**src/rtl/tv_cmd_arbiter.sv**
```systemverilog
// TV channel command arbiter: front-panel keys with hold/auto-repeat,
// remote commands with a post-command lockout window.
module tv_cmd_arbiter #(
  parameter int HOLD_TICKS   = 500,
  parameter int REPEAT_TICKS = 200,
  parameter int GAP_TICKS    = 100
) (
  input  logic       clk,
  input  logic       rst,
  input  logic       tick,
  input  logic       pnl_up,
  input  logic       pnl_down,
  input  logic       rmt_valid,
  input  logic [1:0] rmt_cmd,
  output logic       rmt_ready,
  output logic       cmd_up,
  output logic       cmd_down,
  output logic [1:0] src,
  output logic       busy
);

  typedef enum logic [1:0] {
    IDLE, HOLD, REPEAT, GAP
  } state_t;

  localparam logic [15:0] HoldLast = 16'(HOLD_TICKS - 1);
  localparam logic [15:0] RepLast  = 16'(REPEAT_TICKS - 1);
  localparam logic [15:0] GapLast  = 16'(GAP_TICKS - 1);

  state_t      state;
  logic [15:0] cnt;
  logic        dirUp;
  logic        press;
  logic        pressUp;
  logic [15:0] lastCnt;

  assign press   = pnl_up ^ pnl_down;
  assign pressUp = pnl_up & ~pnl_down;
  assign lastCnt = (state == HOLD) ? HoldLast : RepLast;

  // Panel has priority: remote is only taken in IDLE with no key down
  assign rmt_ready = (state == IDLE) && !press;
  assign busy      = (state != IDLE);

  always_comb begin
    src = 2'b00;
    unique case (state)
      HOLD, REPEAT: src = 2'b01;
      GAP:          src = 2'b10;
      default:      src = 2'b00;
    endcase
  end

  always_ff @(posedge clk or posedge rst) begin
    if (rst) begin
      state    <= IDLE;
      cnt      <= '0;
      dirUp    <= 1'b0;
      cmd_up   <= 1'b0;
      cmd_down <= 1'b0;
    end else begin
      cmd_up   <= 1'b0;
      cmd_down <= 1'b0;
      unique case (state)
        IDLE: begin
          if (press) begin
            cmd_up   <= pressUp;
            cmd_down <= ~pressUp;
            dirUp    <= pressUp;
            state    <= HOLD;
            cnt      <= '0;
          end else if (rmt_valid) begin
            unique case (rmt_cmd)
              2'b01: begin
                cmd_up <= 1'b1;
                state  <= GAP;
                cnt    <= '0;
              end
              2'b10: begin
                cmd_down <= 1'b1;
                state    <= GAP;
                cnt      <= '0;
              end
              default: ;
            endcase
          end
        end
        HOLD, REPEAT: begin
          // Release or direction flip ends the session silently
          if (!press || (pressUp != dirUp)) begin
            state <= IDLE;
            cnt   <= '0;
          end else if (tick) begin
            if (cnt == lastCnt) begin
              cmd_up   <= dirUp;
              cmd_down <= ~dirUp;
              state    <= REPEAT;
              cnt      <= '0;
            end else begin
              cnt <= cnt + 16'd1;
            end
          end
        end
        GAP: begin
          if (tick) begin
            if (cnt == GapLast) begin
              state <= IDLE;
              cnt   <= '0;
            end else begin
              cnt <= cnt + 16'd1;
            end
          end
        end
        default: begin
          state <= IDLE;
          cnt   <= '0;
        end
      endcase
    end
  end

endmodule

```
**config.mk**
```make
export PLATFORM = sky130hd
export DESIGN_NAME = tv_cmd_arbiter
export DESIGN_NICKNAME = d
export VERILOG_FILES = /design/src/rtl/tv_cmd_arbiter.sv
export SDC_FILE = /design/constraint.sdc
export NUM_CORES = 1
export LEC_CHECK = 0
export ABC_AREA = 1
export CAP_MARGIN = 20
export CORE_MARGIN = 2
export CORE_UTILIZATION = 57
export CTS_BUF_LIST = sky130_fd_sc_hd__clkbuf_4 sky130_fd_sc_hd__clkbuf_8 sky130_fd_sc_hd__clkbuf_16
export DETAILED_ROUTE_END_ITERATION = 12
export PLACE_DENSITY = 0.86
export SKIP_CTS_REPAIR_TIMING = 1
export SYNTH_ARGS = -nofsm -noshare
export SYNTH_HDL_FRONTEND = slang
export SYNTH_SLANG_ARGS = --single-unit
```
**constraint.sdc**
```tcl
create_clock -name clk -period 1.9 [get_ports clk]
set_input_delay 0.38 -clock clk [delete_from_list [all_inputs] [get_ports clk]]
set_output_delay 0.38 -clock clk [all_outputs]
set_load 0.005 [all_outputs]
```
==> flow_summary.toml <==
[status]
status = "finished, violations left"
violations = "setup timing"

[synth]
syn-cell-area_um2 = 1540
yosys_warnings = 0
ys_top_cells_by_area = "dfrtp_1, nand2_1, inv_1, ha_1, nor2_1"
ys_ff_latch = 21
synth_area_per_cell_um2 = 6.93
yosysUniqueCellTypes = 28
syn_inst = 222
synth_top_area_frac = 0.341
yosysTopAreaCell = "dfrtp_1"
synthesis.nets = 238
synth.yosys.seq_area_share = 0.341

[floorplanning]
core_um2 = 2520
die_y_um = 56.0
die_area_um2 = 3130
initial_core_util = 0.610
io_pins = 14
die_x_um = 56.0
core.rowCount = 18

[pwr]
p_total_mw = 1.90
p_leak_nw = 0.962
p_per_area_nw_per_um2 = 987
ir_drop_uv = 1150

[sta]
period_share = 1.02
worst_slew_pin_slew_ns = 0.255
fin_hold_ws_ns = 0.374
post-route-worst-setup-slack_ns = -0.0328
max_freq_mhz = 517
skew_ns = 0.0139
relSlewSlack = 0.830
rsz0062_at_grt = "true"
min_period_ns = 1.93
setup-violations-final = 3
final_max_slew_viol_count = 0
hold_violations = 0

[final_layout]
area_growth_pct = 24.8
drive_gt1_frac = 0.232
n_antenna_cell = 0
fill_cells = 186
seq_area_um2 = 526
nNetsFinal = 271
multi_input_area_um2 = 882

[drt]
via_count = 1551
antenna_left = 0
avgViaCountPerCell = 5.46
routed_wl_um = 3710
first_pass_iters = 5
drc_errors = 0
drt-initial-drc-count = 75
post_drt_wl_per_cell_um = 13.1

[clock_network]
cts.sinks = 21
cts_max_level = 1
cts-root-buf = "clkbuf_4"
cts_tree = "yes"
path_clk_slew_ns = 0.12
clock_path_buffers = 2
clk_latency_ns = 0.31
cts_made_buffers = 3

[place]
gp_congestion = 0.889
post-dp-hpwl_um = 2610
port_buffers = 13

[worst_setup_path]
endpoint_kind = "output pin"
worstSetupStartpointType = "flop"
crit_type = "reg -> out"
cp_data_arrival_time_ns = 1.55
critPathRequiredTime_ns = 1.52
crit_path_max_fanout = 3

[grt]
track_usage = 0.232
first_global_vias = 1366
grt_pass1_wl_um = 5870
gr-total-overflow = 0
grt_max_degree = 22
antenna_found_initial = 0

[worst_hold_path]
min_path_type = "in -> async"

[run]
maxCapViolCount = 0
synthesized netlist by cell type:
| cell | n |
|---|---|
| a21oi_1 | 4 |
| a31oi_1 | 2 |
| buf_12 | 1 |
| buf_2 | 1 |
| buf_4 | 1 |
| clkinv_1 | 1 |
| clkinv_2 | 1 |
| dfrtp_1 | 21 |
| ha_1 | 8 |
| inv_1 | 31 |
| inv_2 | 3 |
| inv_4 | 1 |
| nand2_1 | 60 |
| nand2_2 | 6 |
| nand2_4 | 3 |
| nand3_1 | 14 |
| nand3_2 | 2 |
| nand3b_1 | 2 |
| nand4_1 | 4 |
| nor2_1 | 26 |
| nor2_2 | 13 |
| nor3_1 | 1 |
| nor3_2 | 1 |
| o21ai_0 | 6 |
| o21ai_1 | 5 |
| o21bai_1 | 2 |
| or2_1 | 1 |
| xor2_1 | 1 |
where the power goes:
part | leakage, nW | total (mW) | switching (mW) | internal [mW]
clock network | 0.0184 | 0.232 | 0.136 | 0.0962
registers | 0.287 | 0.545 | 0.0430 | 0.502
logic | 0.657 | 1.12 | 0.636 | 0.483
total | 0.962 | 1.90 | 0.815 | 1.08
worst paths after layout:
check	from	end	slack (ns)	cells after the start
worst max-delay path	state[0]	src[1]	-0.03	3
worst min-delay path	rst	cnt[9]	0.37	3
worst max register to register	state[1]	cnt[7]	-0.02	13
worst min register to register	cnt[1]	cnt[1]	0.55	2
max in group asynchronous	rst	cnt[1]	1.30	3
min in group clk	cnt[1]	cnt[1]	0.55	2
cells by family after synthesis:
family | after synthesis | synth area share
AOI/OAI and AO/OA | 19 | 0.0667
xor gates and xnor gates | 1 | 0.00569
adders and majority gates | 8 | 0.0650
buffers and inverters | 40 | 0.114
DFF | 21 | 0.341
and+or+nand+nor | 133 | 0.407
registers in the layout, summed over array words and instances (netlist names):
name	cells
cmd_up	1
dirUp	1
cmd_down	1
state	2
cnt	16
worst max-delay path, cell delays in order, from the launching register on:
cell and delay, ns:
dfrtp_1 0.41, buf_4 0.15, ha_1 0.23, clkdlybuf4s50_1 0.46
layout make-up:
class	count	share of cell area
flip-flops and latches	21	0.274
multi-input cells	161	0.459
repair buffers	31	0.155
inverters	37	0.0769
clock buffers	4	0.0156
well taps	30	0.0195
cell usage in the layout, fill, tap and decap left out, types with 2 or more instances in the layout:
cell type	Yosys	layout
nand2_1	60	60
inv_1	31	30
nor2_1	26	25
dfrtp_1	21	21
buf_4	1	16
nor2_2	13	14
nand3_1	14	12
clkdlybuf4s50_1	0	10
ha_1	8	6
nand2_2	6	5
o21ai_0	6	5
o21ai_1	5	5
a21oi_1	4	4
nand3_2	2	4
nand2_4	3	4
nand4_1	4	4
clkbuf_4	0	4
inv_2	3	3
dlymetal6s2s_1	0	3
o21bai_1	2	2
nand3b_1	2	2
a31oi_1	2	2
buf_12	1	2
metal layers:
metal | global-route usage | vias to the layer above | share of wire
met5 | 0 | - | 0
met4 | 0.0646 | 0 | 0.022
met3 | 0.0233 | 11 | 0.058
met2 | 0.375 | 68 | 0.48
met1 | 0.331 | 719 | 0.44
li1 | - | 753 | -
through the flow:
step	cells	setup WS (ns)	instance area (um^2)	TNS, ns	utilization
5_1_grt	284	-0.157	1920	-1.58	0.761
2_1_floorplan	222	0.224	1540	0	-
6_report	284	-0.0328	1920	-0.0537	0.761
3_3_place_gp	277	-0.292	1810	-3.79	0.718
4_1_cts	281	-0.314	1840	-0.598	0.730
3_5_place_dp	277	-0.335	1810	-4.81	0.718
Note: power is estimated with default switching activity, not from simulation.
